--- config.mk ---
export PLATFORM = sky130hd
export DESIGN_NAME = cdb_arbiter
export DESIGN_NICKNAME = d
export VERILOG_FILES = /design/src/rtl/cdb_arbiter.sv
export SDC_FILE = /design/constraint.sdc
export NUM_CORES = 1
export LEC_CHECK = 0
export CORE_AREA = 2 2 129 106
export CTS_BUF_LIST = sky130_fd_sc_hd__clkbuf_4 sky130_fd_sc_hd__clkbuf_8
export DETAILED_ROUTE_END_ITERATION = 12
export DIE_AREA = 0 0 131 108
export GPL_ROUTABILITY_DRIVEN = 1
export PLACE_DENSITY = 0.95
export SLEW_MARGIN = 20
export SYNTH_ARGS = -nofsm -noshare
export SYNTH_HDL_FRONTEND = slang
export SYNTH_SLANG_ARGS = --single-unit
--- constraint.sdc ---
create_clock -name clk_in -period 7.3 [get_ports clk_in]
set_input_delay 1.095 -clock clk_in [delete_from_list [all_inputs] [get_ports clk_in]]
set_output_delay 1.095 -clock clk_in [all_outputs]
set_load 0.02 [all_outputs]
--- src/rtl/cdb_arbiter.sv ---
// Common data bus arbiter: one holding buffer per execution unit, round-robin
// grant onto a registered result bus snooped by the ROB and reservation stations.
module cdb_arbiter #(
  parameter int N_REQ     = 3,
  parameter int ROB_WIDTH = 4
) (
  input  logic                         clk_in,
  input  logic                         rst_in,
  input  logic                         rdy_in,
  input  logic                         flush_in,
  input  logic [N_REQ-1:0]             req_valid,
  input  logic [N_REQ*ROB_WIDTH-1:0]   req_rob_id,
  input  logic [N_REQ*32-1:0]          req_value,
  output logic [N_REQ-1:0]             req_ready,
  output logic                         cdb_valid,
  output logic [ROB_WIDTH-1:0]         cdb_rob_id,
  output logic [31:0]                  cdb_value,
  output logic [N_REQ-1:0]             cdb_src
);

  localparam int PTR_W = $clog2(N_REQ);

  logic [N_REQ-1:0]     buf_valid_q;
  logic [N_REQ-1:0]     buf_valid_d;
  logic [ROB_WIDTH-1:0] buf_rob_id_q [N_REQ];
  logic [31:0]          buf_value_q  [N_REQ];
  logic [N_REQ-1:0]     accept;

  logic [PTR_W-1:0]     rr_ptr_q;
  logic [PTR_W-1:0]     rr_ptr_d;

  logic                 cdb_valid_q;
  logic                 cdb_valid_d;
  logic [ROB_WIDTH-1:0] cdb_rob_id_q;
  logic [ROB_WIDTH-1:0] cdb_rob_id_d;
  logic [31:0]          cdb_value_q;
  logic [31:0]          cdb_value_d;
  logic [N_REQ-1:0]     cdb_src_q;
  logic [N_REQ-1:0]     cdb_src_d;

  logic                 active;
  logic [N_REQ-1:0]     grant;
  logic                 grant_any;
  logic [PTR_W-1:0]     grant_idx;

  assign active = rdy_in & ~flush_in;

  // Search buffered entries starting at rr_ptr, wrapping explicitly at N_REQ.
  always_comb begin
    int               idx;
    logic [PTR_W-1:0] idx_w;
    grant     = '0;
    grant_any = 1'b0;
    grant_idx = '0;
    idx       = 0;
    idx_w     = '0;
    if (active) begin
      for (int k = 0; k < N_REQ; k++) begin
        idx = int'(rr_ptr_q) + k;
        if (idx >= N_REQ) begin
          idx = idx - N_REQ;
        end
        idx_w = PTR_W'(idx);
        if (!grant_any && buf_valid_q[idx_w]) begin
          grant_any    = 1'b1;
          grant[idx_w] = 1'b1;
          grant_idx    = idx_w;
        end
      end
    end
  end

  // A granted entry frees its slot in the same cycle, so a refill can land
  // on the edge that drains it.
  generate
    for (genvar gi = 0; gi < N_REQ; gi++) begin : g_req
      assign req_ready[gi] = rst_in & active & (~buf_valid_q[gi] | grant[gi]);
      assign accept[gi]    = req_valid[gi] & req_ready[gi];

      assign buf_valid_d[gi] = (rdy_in & flush_in) ? 1'b0 :
                               accept[gi]          ? 1'b1 :
                               grant[gi]           ? 1'b0 :
                                                     buf_valid_q[gi];

      always_ff @(posedge clk_in or negedge rst_in) begin
        if (!rst_in) begin
          buf_rob_id_q[gi] <= '0;
          buf_value_q[gi]  <= '0;
        end else if (accept[gi]) begin
          buf_rob_id_q[gi] <= req_rob_id[gi*ROB_WIDTH +: ROB_WIDTH];
          buf_value_q[gi]  <= req_value[gi*32 +: 32];
        end
      end
    end
  endgenerate

  always_comb begin
    rr_ptr_d     = rr_ptr_q;
    cdb_valid_d  = cdb_valid_q;
    cdb_rob_id_d = cdb_rob_id_q;
    cdb_value_d  = cdb_value_q;
    cdb_src_d    = cdb_src_q;
    if (rdy_in) begin
      if (flush_in) begin
        rr_ptr_d    = '0;
        cdb_valid_d = 1'b0;
        cdb_src_d   = '0;
      end else begin
        cdb_valid_d = grant_any;
        cdb_src_d   = grant;
        if (grant_any) begin
          cdb_rob_id_d = buf_rob_id_q[grant_idx];
          cdb_value_d  = buf_value_q[grant_idx];
          rr_ptr_d     = (grant_idx == PTR_W'(N_REQ - 1)) ? '0 : grant_idx + 1'b1;
        end
      end
    end
  end

  always_ff @(posedge clk_in or negedge rst_in) begin
    if (!rst_in) begin
      buf_valid_q  <= '0;
      rr_ptr_q     <= '0;
      cdb_valid_q  <= 1'b0;
      cdb_rob_id_q <= '0;
      cdb_value_q  <= '0;
      cdb_src_q    <= '0;
    end else begin
      buf_valid_q  <= buf_valid_d;
      rr_ptr_q     <= rr_ptr_d;
      cdb_valid_q  <= cdb_valid_d;
      cdb_rob_id_q <= cdb_rob_id_d;
      cdb_value_q  <= cdb_value_d;
      cdb_src_q    <= cdb_src_d;
    end
  end

  assign cdb_valid  = cdb_valid_q;
  assign cdb_rob_id = cdb_rob_id_q;
  assign cdb_value  = cdb_value_q;
  assign cdb_src    = cdb_src_q;

endmodule

---- After elaboration in Yosys (flattened, before gate mapping) ----
Index checks and enable logic that the tools add are counted.
word-level totals
  bits of input ports ..................... 115
  flip-flop bits (word level) ............. 153
  output and inout port bits .............. 43
operators by class
  eq/ne operators ......................... 1
  multiplexer cells ....................... 54
  magnitude comparators ................... 10
  $add $sub $neg .......................... 6
  bitwise logic cells ..................... 19
  reductions and logical operators ........ 13
operator list
  kind                   number
  $bmux W32 S2           1
  $mux W32               2
  $mux W2                13
  $mux W1                22
  $mux W3                7
  $and A1 B1 Y1          9
  $lt A2 B3 Y1 const B   3
  $reduce_bool A3 Y1     3
  $bmux W4 S2            1
  $mux W4                2
  $bmux W1 S2            3
  $demux W1 S2           3
  $ge A2 B1 Y1 const B   3
  $ge A3 B2 Y1 const B   2
  $or A3 B3 Y3           2
  $sub A2 B2 Y2 const B  3
  $logic_and A1 B1 Y1    5
  $not A1 Y1             4
  $add A2 B1 Y3 const B  1
  $add A2 B2 Y3 const B  1
  $ge A3 B3 Y1 const B   1
  $not A2 Y3             1
  $or A1 B1 Y1           3
  $reduce_and A3 Y1      1
  6 further kinds        7

---- Logic depth before layout (Yosys ltp) ----
Gate-level depths: netlist of the first run.
  depth after elaboration ................. 20
  gate-level depth with buffers ........... 11

---- Worst setup path before layout of the first run ----
No wires, ideal clock.
  path kind ............................... input port to output port
  start ................................... input rdy_in
  end ..................................... output req_ready[0]
  stages on the path ...................... 3
  arrival time ............................ 1893 ps
  path slack .............................. 4312 ps
  cell sequence ........................... nor2b_1 -> nand2_1 -> a21oi_1
between the ends
  longest elaborated chain between the ends .. 4
ends and longest elaborated chain
  item             line  source
  from (decl)      9     input logic rdy_in,
  $and A1 B1 Y1 *  46    assign active = rdy_in & ~flush_in;
  $mux W3          57    if (active) begin
  $or A1 B1 Y1     77    assign req_ready[gi] = rst_in & active & (~buf_valid_q[gi] | grant[gi]);
  $and A1 B1 Y1 *  77
  to (decl)        14    output logic [N_REQ-1:0] req_ready,
Every way passes the cells marked *; elsewhere a longest branch is shown, timed or not.

---- Final worst setup path of the first run ----
  start ................................... register rr_ptr_q[1]
  end ..................................... output req_ready[1]
between the ends
  longest elaborated chain between the ends .. 17
ends and longest elaborated chain
  item                                                                    line  source
  from (decl)                                                             29    logic [PTR_W-1:0] rr_ptr_q;
  from (signal assigned)                                                  130   rr_ptr_q <= rr_ptr_d;
  parallel branches: the longest is 13 deep, another holds $add A2 B1 Y3  -
  $mux W3 *                                                               64    if (!grant_any && buf_valid_q[idx_w]) begin
  $mux W3 *                                                               57
  $or A1 B1 Y1 *                                                          77
  $and A1 B1 Y1 *                                                         77
Every way passes the cells marked *. The select of a mux whose other input is x is not followed.

==> reports/results.tsv, run 1 <==
stage	metric	value	unit
routing	vias	5409	
power_and_ir_drop	p_leak	3.84	nW
final_layout	diodes	0	
critical_path	crit_fanout	13	
routing	drtPass1Iterations	4	
power_and_ir_drop	p_per_area	362	nW/um^2
clocking	clock_latency	0.44	ns
clocking	cts_buffer_depth	2	
critical_path	path_common_cell	a21oi_1	
grt	grt.met3_usage	0.0559	
clocking	path_clk_slew	0.08	ns
floorplan	dieHeight	108	um
yosys	synthCells	578	
clocking	root_buffer	clkbuf_8	
critical_path	r2r-start	rr_ptr_q[1]	
grt	grt.total_usage	0.275	
critical_path	r2r_slack	3.44	ns
final_layout	layout.cell_area.non_filler	8970	um^2
timing	finalSetupViolations	0	
critical_path	path_cells	inv_1 -> ha_1 -> mux2_4 -> a21oi_1 -> o21ai_2 -> a21oi_1 -> clkdlybuf4s50_1	
yosys	ys_ff_latch	153	
routing	route.detailed.drc	0	
floorplan	die_x	131	um
timing	fin_skew	0.0124	ns
routing	routed_wl	18500	um
floorplan	std_cell_rows	37	
floorplan	die-area	14100	um^2
place	port_buffers	157	
critical_path	r2r_cells	8	
final_layout	n_fill_cell	885	
yosys	synth-edff-count	0	
flow_run	drv_cap	0	
grt	grt_overflow	0	
clocking	ctsResizeCount	0	
clocking	cts_tree	built	
grt	grt_pass1_wl	29600	um
grt	antenna_found_initial	0	
power_and_ir_drop	ir_drop	0.000218	V
final_layout	final_common_cell	clkdlybuf4s50_1	
grt	grt_max_degree	100	
grt	grtUsageMet2	0.450	
final_layout	seq_area	3830	um^2
min_path	min_path_type	flip-flop to flip-flop	
final_layout	finalNetCount	838	
timing	hold_violations	0	
timing	hold_ws	0.488	ns
final_layout	multi_input_area	2860	um^2
routing	viasPerCell	5.98	
grt	grt.busiest_layer	met2	
yosys	yosysUniqueCellTypes	55	
clocking	cts_sinks	153	
final_layout	drive_above_1_share	0.202	
place	placed_area	8570	um^2
place	place.gp.congestion	0.923	
timing	period_share	0.624	
critical_path	crit_type	flip-flop to output port	
timing	fmax	0.220	GHz
routing	post_drt_wl_per_cell	20.5	um
floorplan	start_util	0.550	
yosys	ys_warn_count	0	
floorplan	fp.coreArea	12700	um^2
clocking	htreeDepth	4	
critical_path	cp.required	6.20	ns
timing	worst_slew_pin_slew	0.999	ns
critical_path	r2r_end	buf_rob_id_q[7]	
clocking	cts_made_buffers	17	
critical_path	critPathCaptureType	output port	
yosys	synthFlopType	dfrtp_1	
yosys	async_flop_share	1.00	
critical_path	startpoint	rr_ptr_q[1]	
critical_path	crit_slowest_cell	clkdlybuf4s50_1	
clocking	cts-hold-fix-buffers	0	
critical_path	start_kind	flip-flop	
routing	drt-initial-drc-count	437	
grt	grt_pass1_vias	5757	
clocking	postCtsSetupBuffers	0	
timing	setup_tns	0	ns
critical_path	crit_end	req_ready[1]	
timing	finalMaxSlewViolations	0	
yosys	netlist_area	7000	um^2
run_status	status	finished, final reports clean	
yosys	synth-seq-area-share	0.547	
timing	min_period	4.55	ns
final_layout	area_growth_syn_to_layout	28.1	%
critical_path	cp.arrival	3.46	ns
yosys	synth.avg_cell_area	12.1	um^2
grt	grt_use_met1	0.359	
routing	antenna_left	0	
timing	slew_headroom	0.332	
timing	rsz0062_at_grt	no	
place	hpwlAfterDp	12300	um
floorplan	ioPinCount	158	
critical_path	max_stage_delay	0.65	ns
yosys	syn_nets	697	
final_layout	utilization	0.705	
final_layout	final_cell_mix	156 x clkdlybuf4s50_1, 153 x dfrtp_1, 78 x nand2_1, 39 x mux2_2, 37 x a31oi_1	
[logic make-up after synthesis]
| logic type | share of synthesized area |
|---|---|
| AOI/OAI and AO/OA | 0.192 |
| adders and majority gates | 0.00715 |
| buffers and inverters | 0.0491 |
| DFF | 0.547 |
| muxes | 0.138 |
| and+or+nand+nor | 0.0673 |
[routing by layer]
layer	share of wire	up-vias
met2	0.50	261
met5	0	-
met1	0.41	2725
met3	0.066	44
met4	0.026	0
li1	-	2379
[synth_stat cells, types with 2 or more instances]
library cell | instances | area [um^2]
dfrtp_1 | 153 | 3830
nand2_1 | 79 | 297
mux2_2 | 39 | 439
a31oi_1 | 37 | 231
o22ai_1 | 37 | 231
o21ai_0 | 34 | 170
mux2_4 | 32 | 480
a21bo_2 | 27 | 270
a21bo_1 | 10 | 100
buf_6 | 10 | 113
clkbuf_1 | 10 | 37.5
inv_1 | 10 | 37.5
o21ai_1 | 10 | 50.1
a21oi_1 | 9 | 45.0
buf_4 | 9 | 67.6
buf_2 | 7 | 35.0
nand2b_1 | 7 | 43.8
ha_1 | 4 | 50.1
nand3_1 | 4 | 20.0
nor2b_1 | 4 | 25.0
a32oi_1 | 3 | 26.3
buf_8 | 3 | 45.0
mux2_1 | 3 | 33.8
a221o_1 | 2 | 20.0
a22o_1 | 2 | 17.5
nor2_1 | 2 | 7.51
o2bb2ai_1 | 2 | 17.5
o31ai_1 | 2 | 15.0
[flip-flops by register name, summed over array words and instances (netlist names)]
signal and flops:
buf_value_q 96, cdb_rob_id 4, cdb_src 3, cdb_valid 1
rr_ptr_q 2, cdb_value 32, buf_valid_q 3, buf_rob_id_q 12
[worst max-delay path, delay by kind of cell (launching register included)]
kind	cells	cell delay, ns
compound gates	3	0.94
fa+ha+maj	1	0.50
buf+inv	2	0.77
flops	1	0.43
mux	1	0.38
[stage by stage]
| stage | setup WS, ns | total power [mW] | std cells |
|---|---|---|---|
| after floorplan | 4.31 | 2.09 | 578 |
| after global placement | 3.19 | 2.52 | 874 |
| after detailed placement | 3.05 | 2.59 | 875 |
| after CTS | 2.81 | 3.25 | 904 |
| after global routing | 2.56 | 3.42 | 904 |
| final | 2.75 | 3.25 | 904 |
[where the power goes]
group	leakage, nW	internal, mW	switching [mW]
combinational	1.78	0.628	0.591
sequential	1.86	1.16	0.203
clock	0.205	0.358	0.302
[layout make-up]
class / instances / share of cell area
multi-input cells: 374 / 0.319
clock inverters: 8 / 0.0135
inverters: 10 / 0.00418
clock buffers: 21 / 0.0308
flip-flops and latches: 153 / 0.427
repair buffers: 163 / 0.181
well taps: 175 / 0.0244
[how the worst min path moves through the flow]
stage / cells after the start / startpoint / end
detailed placement: 1 / buf_value_q[67] / buf_value_q[67]
finish: 1 / buf_value_q[66] / buf_value_q[66]
CTS: 1 / buf_value_q[67] / buf_value_q[67]
global route: 1 / buf_value_q[91] / buf_value_q[91]
global placement: 1 / buf_value_q[86] / buf_value_q[86]
floorplan: 1 / buf_value_q[78] / buf_value_q[78]
No activity file was read; power rests on OpenSTA's default activity.
==> inputs of run 2 (changes only) <==
- CORE_AREA: 2 2 129 106 -> 2 2 133 109
- DIE_AREA: 0 0 131 108 -> 0 0 135 111
- PLACE_DENSITY: 0.95 -> 0.9
- clock period: 7.3 -> 4.2 ns (I/O delays scaled with it)
==> reports/results.tsv, run 2 (synthesis gave the netlist of run 1 again) <==
stage	metric	value	unit	change
run_status	status	finished, final reports clean		unchanged
final_layout	area_growth_syn_to_layout	28.0	%	was 28.1%
grt	grt.met3_usage	0.0512		was 0.0559
clocking	cts_tree	built		unchanged
clocking	cts_sinks	153		unchanged
final_layout	multi_input_area	2860	um^2	about the same
final_layout	final_cell_mix	156 x clkdlybuf4s50_1, 153 x dfrtp_1, 79 x nand2_1, 39 x mux2_2, 37 x a31oi_1		was 156 x clkdlybuf4s50_1, 153 x dfrtp_1, 78 x nand2_1, 39 x mux2_2, 37 x a31oi_1
clocking	postCtsSetupBuffers	0		unchanged
floorplan	ioPinCount	158		unchanged
clocking	ctsResizeCount	0		unchanged
grt	grt_overflow	0		unchanged
timing	hold_violations	0		unchanged
critical_path	cp.required	3.57	ns	was 6.20 ns
timing	fin_skew	0.0143	ns	was 0.0124 ns
critical_path	crit_slowest_cell	clkdlybuf4s50_1		unchanged
final_layout	finalNetCount	843		was 838
final_layout	regMostFlops	buf_value_q		unchanged
flow_run	drv_cap	0		unchanged
floorplan	fp.coreArea	13900	um^2	was 12700 um^2
routing	route.detailed.drc	0		unchanged
routing	antenna_left	0		unchanged
critical_path	crit_type	flip-flop to output port		unchanged
place	hpwlAfterDp	12400	um	was 12300 um
grt	antenna_found_initial	0		unchanged
timing	finalMaxSlewViolations	0		unchanged
floorplan	die_x	135	um	was 131 um
critical_path	path_common_cell	a21oi_1		unchanged
routing	routed_wl	17800	um	was 18500 um
routing	drtPass1Iterations	5		was 4
critical_path	start_kind	flip-flop		unchanged
floorplan	start_util	0.505		was 0.550
timing	fmax	0.256	GHz	
critical_path	path_cells	inv_1 -> ha_1 -> or2_1 -> a31o_2 -> a32oi_1 -> nor2_1 -> a21oi_1 -> a21oi_1 -> clkdlybuf4s50_1		was inv_1 -> ha_1 -> mux2_4 -> a21oi_1 -> o21ai_2 -> a21oi_1 -> clkdlybuf4s50_1
floorplan	dieHeight	111	um	was 108 um
timing	finalSetupViolations	0		unchanged
routing	post_drt_wl_per_cell	19.3	um	was 20.5 um
critical_path	r2r_cells	10		was 8
routing	drt-initial-drc-count	332		was 437
min_path	min_path_type	input pin to async pin		was flip-flop to flip-flop
place	port_buffers	157		unchanged
critical_path	crit_fanout	12		was 13
timing	slew_headroom	0.355		was 0.332
power_and_ir_drop	ir_drop	0.000318	V	was 0.000218 V
grt	grt_max_degree	88		was 100
critical_path	r2r_end	cdb_value[16]		was buf_rob_id_q[7]
critical_path	cp.arrival	3.27	ns	was 3.46 ns
clocking	cts_made_buffers	17		unchanged
final_layout	utilization	0.647		was 0.705
clocking	htreeDepth	4		unchanged
critical_path	max_stage_delay	0.57	ns	was 0.65 ns
clocking	clock_latency	0.45	ns	was 0.44 ns
grt	grtUsageMet2	0.408		was 0.450
timing	setup_tns	0	ns	unchanged
final_layout	seq_area	3830	um^2	unchanged
critical_path	critPathCaptureType	output port		unchanged
grt	grt_pass1_vias	5584		was 5757
power_and_ir_drop	p_leak	3.82	nW	was 3.84 nW
clocking	cts-hold-fix-buffers	0		unchanged
final_layout	diodes	0		unchanged
routing	vias	5307		was 5409
floorplan	die-area	15000	um^2	was 14100 um^2
final_layout	drive_above_1_share	0.210		was 0.202
place	place.gp.congestion	0.884		was 0.923
critical_path	r2r_slack	0.70	ns	was 3.44 ns
final_layout	largest_reg_flops	96		unchanged
clocking	root_buffer	clkbuf_8		unchanged
final_layout	n_fill_cell	1017		was 885
routing	viasPerCell	5.76		was 5.98
timing	rsz0062_at_grt	no		unchanged
timing	worst_slew_pin_slew	0.965	ns	was 0.999 ns
critical_path	r2r-start	rr_ptr_q[1]		unchanged
grt	grt.busiest_layer	met2		unchanged
final_layout	final_common_cell	clkdlybuf4s50_1		unchanged
power_and_ir_drop	p_per_area	614	nW/um^2	was 362 nW/um^2
clocking	path_clk_slew	0.09	ns	was 0.08 ns
clocking	cts_buffer_depth	2		unchanged
timing	min_period	3.90	ns	
grt	grt_pass1_wl	28700	um	was 29600 um
floorplan	std_cell_rows	39		was 37
grt	grt.total_usage	0.247		was 0.275
grt	grt_use_met1	0.315		was 0.359
timing	period_share	0.929		
==> run 2: worst max path at each step <==
stage / start / to / cells past startpoint / slack [ns]
6_report: rr_ptr_q[0] / req_ready[0] / 9 / 0.30
5_1_grt: rr_ptr_q[1] / req_ready[0] / 9 / 0.10
4_1_cts: rr_ptr_q[1] / req_ready[0] / 9 / 0.19
3_5_place_dp: rr_ptr_q[1] / cdb_value[16] / 10 / 0.64
3_3_place_gp: rr_ptr_q[1] / req_ready[0] / 9 / 0.80
2_1_floorplan: rr_ptr_q[1] / req_ready[1] / 6 / 1.73
==> run 2: critical path: cells and delay by family, from the launching register on <==
kind / cells / cell delay, ns
buffers and inverters: 2 / 0.65
and+or+nand+nor: 2 / 0.38
adders and majority gates: 1 / 0.34
AOI/OAI and AO/OA: 4 / 1.03
DFF: 1 / 0.42
==> run 2: layout make-up <==
cell class,instances,share of cell area
Inverter,10,0.00419
Clock inverter,12,0.0103
Clock buffer,20,0.0293
Multi-Input combinational cell,374,0.319
Tap cell,184,0.0257
Timing Repair Buffer,168,0.185
Sequential cell,153,0.427
==> run 2: power breakdown <==
group / switching [mW] / internal, mW
sequential: 0.355 / 2.02
combinational: 1.01 / 1.10
clock: 0.572 / 0.441
total: 1.94 / 3.56
==> run 2: per-layer routing <==
layer	wire (um)	up-vias
li1	-	2387
met1	7380	2646
met2	8770	233
met3	1130	41
met4	535	0
met5	0	-
==> run 2: stage by stage <==
step                      cells  setup slack (ns)  hold slack (ns)  area (um^2)  power, mW
after floorplan             578              1.73            0.334         7000       3.64
after global placement      889             0.799            0.463         8610       4.39
after detailed placement    889             0.639            0.476         8610       4.50
after CTS                   921             0.194            0.177         8960       5.51
after global routing        921             0.103            0.198         8970       5.80
final                       921             0.300            0.155         8970       5.50
==> inputs of run 3 (changes only) <==
- ABC_AREA: unset -> 0
==> results of run 3 <==
Final layout, timing and power as in run 2 (identical DEF).
